--- src/rtl/stream_frame_sink_pkg.sv ---
// Shared types and constants for the stream_frame_sink terminal stream consumer.
package stream_frame_sink_pkg;

  typedef enum logic [1:0] {
    HOLD = 2'd0,
    RUN  = 2'd1,
    DONE = 2'd2
  } state_e;

  localparam logic [15:0] LFSR_SEED = 16'hACE1;
  // Fibonacci taps 16,14,13,11 expressed as a mask over state bits [15:0]
  localparam logic [15:0] LFSR_TAPS = 16'hB400;

  function automatic int idx_w(input int frame_len);
    return (frame_len > 1) ? $clog2(frame_len) : 1;
  endfunction

endpackage

--- src/rtl/stream_frame_sink_lfsr.sv ---
// Seeded 16-bit Fibonacci LFSR with an advance enable; only the low nibble is
// exported because that is all the ready throttle compares against.
module stream_frame_sink_lfsr
  import stream_frame_sink_pkg::*;
(
  input  logic       ap_clk,
  input  logic       ap_rst_n,
  input  logic       i_adv,
  output logic [3:0] o_rand
);

  logic [15:0] r_lfsr;
  logic        w_fb;

  assign w_fb = ^(r_lfsr & LFSR_TAPS);

  always_ff @(posedge ap_clk or negedge ap_rst_n) begin
    if (!ap_rst_n) begin
      r_lfsr <= LFSR_SEED;
    end else if (i_adv) begin
      r_lfsr <= {r_lfsr[14:0], w_fb};
    end
  end

  assign o_rand = r_lfsr[3:0];

endmodule

--- src/rtl/stream_frame_sink.sv ---
// AXI-Stream terminal sink: frames words, publishes a modular checksum per frame,
// counts frames and tracks worst in-frame starvation. Macro STREAM_FRAME_SINK_THROTTLE_EN adds LFSR ready throttling.
//
// state | meaning
// HOLD  | single cycle after reset release, not ready
// RUN   | accepting words (ready unless throttled)
// DONE  | checksum published, one-cycle bubble before next frame
module stream_frame_sink
  import stream_frame_sink_pkg::*;
#(
  parameter int WIDTH     = 16,
  parameter int FRAME_LEN = 1152,
  parameter int CNT_W     = 32,
  localparam int IDX_W    = idx_w(FRAME_LEN)
) (
  input  logic             ap_clk,
  input  logic             ap_rst_n,
  input  logic [WIDTH-1:0] in0_V_TDATA,
  input  logic             in0_V_TVALID,
  output logic             in0_V_TREADY,
  input  logic [3:0]       throttle_cfg,
  output logic             frame_done,
  output logic [WIDTH-1:0] frame_checksum,
  output logic [CNT_W-1:0] frame_count,
  output logic [IDX_W-1:0] word_idx,
  output logic [CNT_W-1:0] starve_max
);

  localparam logic [IDX_W-1:0] LAST_IDX = IDX_W'(FRAME_LEN - 1);
  localparam logic [CNT_W-1:0] RUN_SAT  = {CNT_W{1'b1}};

  state_e           r_state;
  state_e           w_state_nxt;
  logic             w_in_run;
  logic             w_throttle_ok;
  logic             w_ready;
  logic             w_xfer;
  logic             w_last;
  logic             w_starved;
  logic [WIDTH-1:0] r_acc;
  logic [WIDTH-1:0] r_cks;
  logic [CNT_W-1:0] r_cnt;
  logic [CNT_W-1:0] r_run;
  logic [CNT_W-1:0] r_smax;
  logic [IDX_W-1:0] r_idx;
  logic             r_done;

  assign w_in_run = (r_state == RUN);

`ifdef STREAM_FRAME_SINK_THROTTLE_EN
  logic [3:0] w_rand;

  stream_frame_sink_lfsr u_lfsr (
    .ap_clk   (ap_clk),
    .ap_rst_n (ap_rst_n),
    .i_adv    (w_in_run),
    .o_rand   (w_rand)
  );

  assign w_throttle_ok = (w_rand >= throttle_cfg);
`else
  logic w_unused_cfg;

  assign w_unused_cfg  = ^throttle_cfg;
  assign w_throttle_ok = 1'b1;
`endif

  assign w_ready   = w_in_run && w_throttle_ok;
  assign w_xfer    = in0_V_TVALID && w_ready;
  assign w_last    = (r_idx == LAST_IDX);
  // Throttled cycles and the wait for word 0 are not starvation
  assign w_starved = w_ready && !in0_V_TVALID && (r_idx != '0);

  always_ff @(posedge ap_clk or negedge ap_rst_n) begin
    if (!ap_rst_n) begin
      r_state <= HOLD;
    end else begin
      r_state <= w_state_nxt;
    end
  end

  always_comb begin
    w_state_nxt = r_state;
    case (r_state)
      HOLD:    w_state_nxt = RUN;
      RUN:     if (w_xfer && w_last) w_state_nxt = DONE;
      DONE:    w_state_nxt = RUN;
      default: w_state_nxt = HOLD;
    endcase
  end

  always_ff @(posedge ap_clk or negedge ap_rst_n) begin
    if (!ap_rst_n) begin
      r_acc  <= '0;
      r_cks  <= '0;
      r_cnt  <= '0;
      r_idx  <= '0;
      r_done <= 1'b0;
    end else begin
      r_done <= 1'b0;
      if (w_xfer) begin
        if (w_last) begin
          r_cks  <= r_acc + in0_V_TDATA;
          r_acc  <= '0;
          r_idx  <= '0;
          r_cnt  <= r_cnt + CNT_W'(1);
          r_done <= 1'b1;
        end else begin
          r_acc <= r_acc + in0_V_TDATA;
          r_idx <= r_idx + IDX_W'(1);
        end
      end
    end
  end

  always_ff @(posedge ap_clk or negedge ap_rst_n) begin
    if (!ap_rst_n) begin
      r_run  <= '0;
      r_smax <= '0;
    end else begin
      if ((r_state == DONE) || w_xfer) begin
        r_run <= '0;
      end else if (w_starved && (r_run != RUN_SAT)) begin
        r_run <= r_run + CNT_W'(1);
      end
      // Compares against the pre-edge run, so the max lags the run by one cycle
      if (r_run > r_smax) begin
        r_smax <= r_run;
      end
    end
  end

  assign in0_V_TREADY   = w_ready;
  assign frame_done     = r_done;
  assign frame_checksum = r_cks;
  assign frame_count    = r_cnt;
  assign word_idx       = r_idx;
  assign starve_max     = r_smax;

endmodule

--- config.mk ---
export PLATFORM = sky130hd
export DESIGN_NAME = stream_frame_sink
export DESIGN_NICKNAME = d
export VERILOG_FILES = /design/src/rtl/stream_frame_sink_pkg.sv /design/src/rtl/stream_frame_sink_lfsr.sv /design/src/rtl/stream_frame_sink.sv
export SDC_FILE = /design/constraint.sdc
export NUM_CORES = 1
export LEC_CHECK = 0
export ABC_AREA = 1
export BUFFER_PORTS_ARGS = -buffer_cell sky130_fd_sc_hd__buf_2
export CAP_MARGIN = 20
export CELL_PAD_IN_SITES_DETAIL_PLACEMENT = 1
export CELL_PAD_IN_SITES_GLOBAL_PLACEMENT = 2
export CORE_UTILIZATION = 31
export DETAILED_ROUTE_END_ITERATION = 8
export GPL_TIMING_DRIVEN = 1
export PLACE_DENSITY_LB_ADDON = 0.1
export SYNTH_ARGS = -nofsm -noshare
export SYNTH_HDL_FRONTEND = slang
export SYNTH_SLANG_ARGS = --single-unit
--- constraint.sdc ---
create_clock -name ap_clk -period 2.3 [get_ports ap_clk]
set_input_delay 0.575 -clock ap_clk [delete_from_list [all_inputs] [get_ports ap_clk]]
set_output_delay 0.575 -clock ap_clk [all_outputs]
set_load 0.05 [all_outputs]
==> run summary, run 1 <==
Max-slew headroom = 66.4%
most common cell after layout, fill and taps aside = nand2_1
final net count = 1379
first-pass GRT wire length = 43600 um
TritonCTS clock tree = built
Fin Setup TNS = 0 ns
CTS root buffer = clkbuf_16
CP startpoint = r_run[0]
Seq cells post-synth = 142
Area growth syn-to-layout = 21.7%
Gate Count Post-Synth = 1156
Top Ports = 116
share of cells above drive strength 1 = 16.0%
Fin Clk Skew = 0.0224 ns
P_sw = 3.42 mW
H-tree levels = 4
FF/Latch Area = 3550 um2
postcts setup bufs = 0
Req. time, crit path = 2.61 ns
drt pass-1 iters = 4
Placer Congestion = 0.815
GRT Util Overall = 19.4%
die area = 28500 um2
syn nets = 1231
Gate power share = 33.3%
PwrDens = 832 nW/um2
crit-path leading delay family = simple AND/OR/NAND/NOR gates
most frequent cells in the layout = nand2_1 (376), dfrtp_1 (142), inv_1 (130)
Worst EP arrival = 2.39 ns
WL/cell = 15.4 um
Post-synth top flop = dfrtp_1
crit share post-route = 90.6%
CP Buf/Inv Count = 3
placed cell count = 1657
Iter 0 DRT Violations = 238
Die Y = 169 um
worst reg-to-reg path cell count = 13
ordered list of cells on the worst path = ha_1, nand2_1, inv_1, nand2_4, nor2_8, inv_2, nor2_4, nand2_2, nand2_4, nand2_4, clkinv_4, nand2_1, o21ai_2
post-DP HPWL = 20300 um
sequential fraction of the synthesis area = 41.2%
Worst-Skew Late Latency = 0.44 ns
kind of critical path = reg -> reg
startpoint type of the worst setup path = flip-flop
antenna-violating nets left = 0
I/O Buffers = 111
highest clock rate = 0.480 GHz
Residual DRC = 0
Clock Sinks = 142
total grt overflow = 0
Post-Route WL = 26100 um
synth warn = 0
Worst-Margin Slew = 0.503 ns
Worst setup EP type = flip-flop
fill count = 3371
Hold Crit Class = in -> async
multi-input logic area = 4450 um2
cts bufs inserted = 17
CP peak stage delay = 0.46 ns
status = completed
vias in the first global route = 8340
routed vias = 7819
Cell Area, Placed = 9900 um2
clock share of power = 32.8%
worst r2r src = r_run[0]
post-synthesis cell type count = 32
Net Sw Frac = 39.2%
row cnt = 60
CP Depth = 13
Worst Path Max Fanout = 23
Die X = 169 um
Max Cap Viol = 0
Final min period = 2.08 ns
EDFF count, synth = 0
RSZ-0062 raised after global routing = false
Flop pwr share = 33.9%
Final Hold Fails = 0
Final Slew Violations = 0
core area = 27100 um2
largest net degree at the start of global routing = 51
antenna violations before repair = 0
worst r2r dst = r_run[17]
Critical Path End = r_run[17]
syn_area_per_cell = 7.46 um2
n_diodes = 0
asr flop ratio synth = 100%
internal reg-to-reg setup slack = 0.22 ns
most used cell, CP = nand2_4
VDD IR max = 365 uV
initial core utilization = 31.8%
final std cells w/o fill = 1689
Post-Syn Area = 8620 um2
Pint = 5.31 mW
Final Cell Area = 10500 um2
Worst-path clk slew = 0.07 ns
CTS Buffer Depth = 2
Setup Viol. Count Final = 0
slowest CP cell = dfrtp_1
Lkg Pwr = 5.52 nW
vias per inst = 4.63
## kinds of logic after synthesis
| group | count (synthesis) | synth area share, % |
|---|---|---|
| and+or+nand+nor | 638 | 31.1 |
| buffers and inverters | 158 | 7.27 |
| DFF | 142 | 41.2 |
| AOI/OAI and AO/OA | 109 | 6.96 |
| xor gates and xnor gates | 57 | 5.79 |
| adders and majority gates | 52 | 7.63 |
## power groups by stage
stage | clock network, mW | logic [mW] | registers [mW]
floorplan | 0 | 1.71 | 3.27
global placement | 0 | 2.94 | 3.00
detailed placement | 0 | 2.99 | 3.00
CTS | 2.95 | 3.00 | 2.96
global route | 3.03 | 3.30 | 2.99
finish | 2.86 | 2.91 | 2.96
## layer usage
metal / routed length, um / vias to the layer above / global-route usage, %
met5: 0 / - / 0
met4: 212 / 0 / 4.43
met3: 542 / 10 / 2.67
met2: 12900 / 84 / 34.0
met1: 12400 / 3754 / 25.1
li1: - / 3971 / -
## worst min-delay path by stage
stage,from,to
after floorplan,ap_rst_n,frame_checksum[0]
after global placement,frame_checksum[5],frame_checksum[5]
after detailed placement,frame_checksum[6],frame_checksum[6]
after CTS,ap_rst_n,starve_max[2]
after global routing,ap_rst_n,starve_max[2]
final,ap_rst_n,starve_max[2]
## timing repair
| item | 4_1_cts | 5_1_grt |
|---|---|---|
| hold buffers | 0 | 0 |
| endpoints found under the setup margin | 0 | 17 |
| endpoints found under the hold margin | 0 | 0 |
| gates resized for setup | 0 | 1 |
## metrics by stage
stage                     worst slack [ns]  hold slack (ns)  util [%]  total power, mW
after floorplan                      0.147            0.279         -             4.98
after CTS                            0.109           0.0460      38.7             8.91
after global routing               0.00520           0.0627      38.7             9.33
final                                0.216           0.0467      38.7             8.73
after detailed placement            0.0242            0.476      36.5             5.99
after global placement              0.0218            0.466      36.5             5.94
## synthesized netlist by cell type (3+ instances only)
master / count / area (um2)
a21o_1: 7 / 52.6
a21oi_1: 36 / 180
buf_2: 5 / 25.0
buf_6: 3 / 33.8
clkbuf_1: 17 / 63.8
dfrtp_1: 142 / 3550
ha_1: 51 / 638
inv_1: 130 / 488
nand2_1: 376 / 1410
nand2_2: 3 / 18.8
nand2_4: 3 / 33.8
nand3_1: 96 / 480
nand4_1: 18 / 113
nor2_1: 106 / 398
nor2_2: 4 / 25.0
nor3_1: 23 / 115
o21ai_0: 43 / 215
o21ai_1: 10 / 50.1
o21ai_2: 4 / 35.0
o21bai_1: 7 / 52.6
xnor2_1: 19 / 166
xor2_1: 38 / 333
## state kept, by name, summed over array words and instances, names as in the netlist
name / count
frame_checksum: 16
frame_count: 32
frame_done: 1
r_acc: 16
r_run: 32
r_state: 2
starve_max: 32
word_idx: 11
## final cells by class
| class | count | share of cell area (%) |
|---|---|---|
| clock buffers | 19 | 4.32 |
| well taps | 372 | 4.43 |
| flip-flops and latches | 142 | 33.9 |
| repair buffers | 154 | 8.91 |
| inverters | 133 | 4.80 |
| multi-input cells | 856 | 42.4 |
| clock inverters | 13 | 1.32 |
Power figures use the tool's default switching activity.
==> run 2: changes to the inputs <==
--- a/config.mk
+++ b/config.mk
@@ -5,12 +5,12 @@
 export SDC_FILE = /design/constraint.sdc
 export NUM_CORES = 1
 export LEC_CHECK = 0
-export ABC_AREA = 1
 export BUFFER_PORTS_ARGS = -buffer_cell sky130_fd_sc_hd__buf_2
 export CAP_MARGIN = 20
 export CELL_PAD_IN_SITES_DETAIL_PLACEMENT = 1
 export CELL_PAD_IN_SITES_GLOBAL_PLACEMENT = 2
 export CORE_UTILIZATION = 31
+export CTS_CLUSTER_SIZE = 24
 export DETAILED_ROUTE_END_ITERATION = 8
 export GPL_TIMING_DRIVEN = 1
 export PLACE_DENSITY_LB_ADDON = 0.1
==> run 2 against run 1 <==
  * The run now ends with negative setup slack left
  * Maximum frequency fell by 17%
  * Final cell count fell by 20%
  * Core utilization rose by 8.5 points
  * Sequential share of layout area fell by 1.8 points
  * Largest cell class unchanged
  * Highest routed layer unchanged
==> run summary, run 2 <==
status = finished with violations
violated checks = negative setup slack
synth warn = 0
sequential fraction of the synthesis area = 46.7%
WL/cell = 17.3 um
crit share post-route = 109%
CTS hold repair buffers = 0
multi-input logic area = 4430 um2
asr flop ratio synth = 100%
drt pass-1 iters = 4
worst r2r src = word_idx[7]
initial core utilization = 32.0%
startpoint type of the worst setup path = flip-flop
Final WS setup = -0.216 ns
Final Slew Violations = 0
CP startpoint = word_idx[7]
H-tree levels = 4
kind of critical path = reg -> reg
Worst EP arrival = 2.82 ns
slowest CP cell = or4_4
EDFF count, synth = 0
mux cell area share after synthesis = 5.99%
Clock Sinks = 142
total grt overflow = 0
post-DP HPWL = 16800 um
post-synthesis cell type count = 57
Die X = 159 um
Max-slew headroom = 62.3%
routed vias = 6630
most common cell in the netlist = dfrtp_1
Synth top area share = 46.7%
XOR/XNOR Fraction of Synth Area = 8.75%
Final Hold Fails = 0
share of cells above drive strength 1 = 43.9%
core area = 23800 um2
Worst setup EP type = flip-flop
Max Cap Viol = 0
Post-Route WL = 23300 um
I/O Buffers = 111
Worst Path Max Fanout = 5
Area growth syn-to-layout = 47.5%
Fin Clk Skew = 0.0121 ns
ordered list of cells on the worst path = or4b_4, or4_4, or4_4, nor2_4, nand4_1, xnor2_1
n_diodes = 0
CP peak stage delay = 0.58 ns
CP Buf/Inv Count = 0
simple-gate portion of the synthesized area = 17.1%
cts bufs inserted = 17
Seq cells post-synth = 142
FF/Latch Area = 3600 um2
Gate Count Post-Synth = 745
CP Depth = 6
antenna-violating nets left = 0
area fraction in compound gates after synthesis = 9.35%
Residual DRC = 0
most used cell, CP = or4_4
most frequent cells in the layout = buf_4 (127), buf_2 (110), dfrtp_1 (108)
Req. time, crit path = 2.61 ns
worst reg-to-reg path cell count = 6
TritonCTS clock tree = built
Design Power = 10.5 mW
largest net degree at the start of global routing = 57
first-pass GRT wire length = 37200 um
Post-Synth Adder-Cell Area = 8.66%
fill count = 2638
syn nets = 820
Worst-Skew Late Latency = 0.43 ns
most common cell after layout, fill and taps aside = buf_4
CTS Buffer Depth = 2
Placer Congestion = 0.859
largest family of logic cells by synthesized area = simple AND/OR/NAND/NOR gates
vias per inst = 4.93
internal reg-to-reg setup slack = -0.22 ns
final net count = 1087
Die Y = 159 um
Worst-path clk slew = 0.06 ns
crit-path leading delay family = simple AND/OR/NAND/NOR gates
worst r2r dst = frame_count[24]
GRT Util Overall = 19.3%
Commonest cells post-synth = dfrtp_1 (142), nand2_1 (79), ha_1 (51), nor2_1 (51), inv_1 (49)
antenna violations before repair = 0
Post-Syn Area = 7600 um2
Lkg Pwr = 5.58 nW
Final min period = 2.52 ns
syn_area_per_cell = 10.2 um2
highest clock rate = 0.398 GHz
VDD IR max = 448 uV
Top Ports = 116
Worst-Margin Slew = 0.561 ns
vias in the first global route = 7125
Hold Crit Class = in -> async
die area = 25200 um2
main area contributors after synthesis = dfrtp_1 (47%), ha_1 (8.4%), mux2_2 (5.3%), xnor2_1 (4.5%), xor2_1 (4.3%)
RSZ-0062 raised after global routing = true
row cnt = 56
Iter 0 DRT Violations = 233
Critical Path End = frame_count[24]
CTS root buffer = clkbuf_16
PwrDens = 938 nW/um2
Setup Viol. Count Final = 58
post-synth top area cell = dfrtp_1
pre-CTS setup slack = -0.322 ns
Post-synth top flop = dfrtp_1
-- run 2: cell types whose count changed after synthesis, moves of 7 or more --
cell,before,now
a21oi_1,36,26
a22o_1,0,12
and2_1,0,7
and3_1,0,11
and4_1,0,9
inv_1,130,49
mux2_2,0,36
nand2_1,376,79
nand3_1,96,37
nor2_1,106,51
nor3_1,23,9
o21ai_0,43,30
o21ai_1,10,0
xnor2_1,19,39
-- run 2: metal layers --
metal	wire length (um)	GRT usage (%)	up-vias
met1	10900	25.0	3348
met3	721	3.48	19
li1	-	-	3157
met4	285	5.17	0
met2	11400	32.9	106
met5	0	0	-
-- run 2: logic make-up after synthesis --
kind of cell    after synthesis
flops                       142
buf+inv                      67
simple gates                259
compound gates              108
fa+ha+maj                    52
xor+xnor                     76
mux                          41
-- run 2: worst reg2reg max path, stage by stage, from the launching register on --
cell	delay [ns]
dfrtp_2	0.40
or4b_4	0.54
or4_4	0.50
or4_4	0.59
nor2_4	0.10
nand4_1	0.12
xnor2_1	0.15
-- run 2: cell type report --
type / count / area share (%)
Inverter: 49 / 1.75
Multi-Input combinational cell: 536 / 39.5
Tap cell: 319 / 3.56
Timing Repair Buffer: 266 / 17.4
Sequential cell: 142 / 32.1
Clock inverter: 9 / 1.38
Clock buffer: 23 / 4.44
-- run 2: worst min path at each step --
stage                          from                 to  slack (ns)  cells past startpoint
finish                     ap_rst_n    frame_count[29]        0.03                      1
global route               ap_rst_n    frame_count[29]        0.04                      1
CTS                        ap_rst_n    frame_count[29]        0.03                      1
detailed placement  frame_count[31]    frame_count[31]        0.46                      1
global placement    frame_count[31]    frame_count[31]        0.46                      1
floorplan                  ap_rst_n  frame_checksum[0]        0.28                      0
-- run 2: repair_timing --
action                     4_1_cts  5_1_grt
buffers inserted                 8       13
setup endpoints to repair       78      110
pin swaps                       26       35
gates resized for setup         37       81
gates cloned                     4        1
-- run 2: report_power, final --
part / internal [mW] / switching [mW] / leakage, nW
combinational: 2.26 / 2.30 / 3.39
clock: 1.96 / 1.11 / 0.319
sequential: 2.73 / 0.160 / 1.87
-- run 2: stage by stage --
stage | std cells | util (%) | area [um2] | hold WS [ns] | TNS (ns)
global route | 1344 | 47.2 | 11200 | 0.0392 | -13.28
finish | 1344 | 47.2 | 11200 | 0.0313 | -7.24
detailed placement | 1288 | 41.2 | 9790 | 0.458 | -17.25
CTS | 1332 | 45.5 | 10800 | 0.0281 | -6.26
global placement | 1288 | 41.2 | 9790 | 0.456 | -10.87
floorplan | 745 | - | 7940 | 0.279 | -11.20
==> run 3: changes to the inputs <==
--- a/config.mk
+++ b/config.mk
@@ -9,7 +9,7 @@
 export CAP_MARGIN = 20
 export CELL_PAD_IN_SITES_DETAIL_PLACEMENT = 1
 export CELL_PAD_IN_SITES_GLOBAL_PLACEMENT = 2
-export CORE_UTILIZATION = 31
+export CORE_UTILIZATION = 37
 export CTS_CLUSTER_SIZE = 24
 export DETAILED_ROUTE_END_ITERATION = 8
 export GPL_TIMING_DRIVEN = 1
==> run 3 against run 2 <==
  * The run still ends with negative setup slack left
  * Register-to-register slack worse by 0.08 ns
  * Power up 3.6%
  * Count of clock-buffer cells in the layout down 3
  * Clock power up 7.5%
  * Combinational power up 3%
  * Global-route usage up 3.1 points
  * Cell area down 1.5%
  * Critical path depth up 3
  * Flip-flop and latch count unchanged
  * Largest power group unchanged
==> run summary, run 3 (synthesis results as in run 2) <==
Die X = 145 um
highest clock rate = 0.385 GHz
die area = 21100 um2
gr busiest metal = met2
post-DP HPWL = 16400 um
I/O Buffers = 111
final std cells w/o fill = 1296
most common cell after layout, fill and taps aside = buf_4
Worst-Skew Late Latency = 0.43 ns
RSZ-0062 raised after global routing = true
TritonCTS clock tree = built
Hold Crit Class = in -> async
row cnt = 52
multi-input logic area = 4330 um2
placed cell count = 1244
Placer Congestion = 0.817
Max Cap Viol = 0
GRT Util Overall = 22.4%
final net count = 1088
Hold WS = 0.0632 ns
ordered list of cells on the worst path = ha_1, nand4_1, buf_4, a2111o_1, o211ai_1, a22oi_2, buf_4, clkbuf_16, mux2_4
Post-Route WL = 23100 um
met1 Track Usage GR = 29.6%
first-pass GRT wire length = 37600 um
met2 usage = 36.9%
CTS root buffer = clkbuf_16
CTS hold repair buffers = 0
share of cells above drive strength 1 = 42.6%
Setup Viol. Count Final = 49
Final Util = 54.8%
antenna-violating nets left = 0
Top Ports = 116
n_diodes = 0
crit-path leading delay family = compound AO/OA/AOI/OAI gates
startpoint type of the worst setup path = flip-flop
CP Buf/Inv Count = 3
initial core utilization = 37.7%
most used cell, CP = buf_4
Fin Clk Skew = 0.0129 ns
Residual DRC = 0
kind of critical path = reg -> reg
CTS Buffer Depth = 2
Lkg Pwr = 5.57 nW
Req. time, crit path = 2.61 ns
most frequent cells in the layout = buf_4 (137), buf_2 (110), dfrtp_1 (108)
FF/Latch Area = 3600 um2
cts bufs inserted = 17
Worst-Margin Slew = 0.765 ns
fill count = 2230
slowest CP cell = a2111o_1
Final Slew Violations = 0
drt pass-1 iters = 4
core area = 20200 um2
pre-CTS setup slack = -0.323 ns
routed vias = 6636
vias per inst = 5.12
status = finished with violations
CP peak stage delay = 0.41 ns
antenna violations before repair = 0
PwrDens = 986 nW/um2
crit share post-route = 113%
Die Y = 145 um
Worst EP arrival = 2.90 ns
Worst-path clk slew = 0.06 ns
total grt overflow = 0
met3 Use GR = 3.98%
Final Hold Fails = 0
Iter 0 DRT Violations = 262
largest net degree at the start of global routing = 45
violated checks = negative setup slack
Worst Path Max Fanout = 5
WL/cell = 17.8 um
vias in the first global route = 7309
Max-slew headroom = 49.0%
Worst setup EP type = flip-flop
Final min period = 2.60 ns
Design Power = 10.9 mW
VDD IR max = 740 uV
H-tree levels = 4
Clock Sinks = 142
Area growth syn-to-layout = 45.3%
Final WS setup = -0.296 ns
[run 3: cell count changes in the layout (fill, tap and decap cells not counted), moves of 4 or more]
cell and delta:
a21oi_2 -4, mux2_4 -5, buf_6 -7, buf_4 +10, mux2_2 +5, a21oi_1 +4
[run 3: worst reg2reg max path: cells and delay by family, from the launching register on]
| family | cells | cell delay [ns] |
|---|---|---|
| buffers and inverters | 3 | 0.56 |
| flip-flops | 1 | 0.39 |
| AO/OA/AOI/OAI | 3 | 0.75 |
| AND/OR/NAND/NOR | 1 | 0.18 |
| adder cells (fa/ha/maj) | 1 | 0.30 |
| multiplexers | 1 | 0.29 |
[run 3: routing by layer]
metal | wire [um] | share of wire [%]
met5 | 0 | 0
met2 | 11100 | 48
met1 | 10800 | 47
met3 | 775 | 3.4
met4 | 437 | 1.9
[run 3: power breakdown]
part	switching, mW	leakage, nW	internal [mW]
clock network	1.12	0.340	2.19
registers	0.154	1.87	2.73
logic	2.35	3.36	2.35
total	3.62	5.57	7.28
[run 3: layout make-up]
cell class | instances | area share [%]
well taps | 270 | 3.06
inverters | 49 | 1.69
multi-input cells | 536 | 39.2
clock buffers | 20 | 4.13
clock inverters | 12 | 2.15
flip-flops and latches | 142 | 32.5
repair buffers | 267 | 17.3
[run 3: final timing paths]
path	to	startpoint	cells past startpoint	slack, ns
hold / removal	frame_count[11]	ap_rst_n	1	0.06
max in group asynchronous	starve_max[28]	ap_rst_n	2	1.53
min in group ap_clk	frame_count[31]	frame_count[31]	1	0.46
hold reg to reg	frame_count[31]	frame_count[31]	1	0.46
setup / recovery	starve_max[20]	r_run[5]	9	-0.30
setup reg to reg	starve_max[20]	r_run[5]	9	-0.30
[run 3: per-stage QoR]
stage / setup TNS, ns / cell area (um2)
after detailed placement: -16.16 / 9770
after floorplan: -11.20 / 7940
after global routing: -14.26 / 11100
after global placement: -11.53 / 9760
after CTS: -7.09 / 10700
final: -9.73 / 11100
[run 3: what timing repair did]
item,4_1_cts,5_1_grt
setup buffers,7,11
gates resized for setup,31,46
setup endpoints to repair,101,90
pin swaps,17,35
gates cloned,2,2
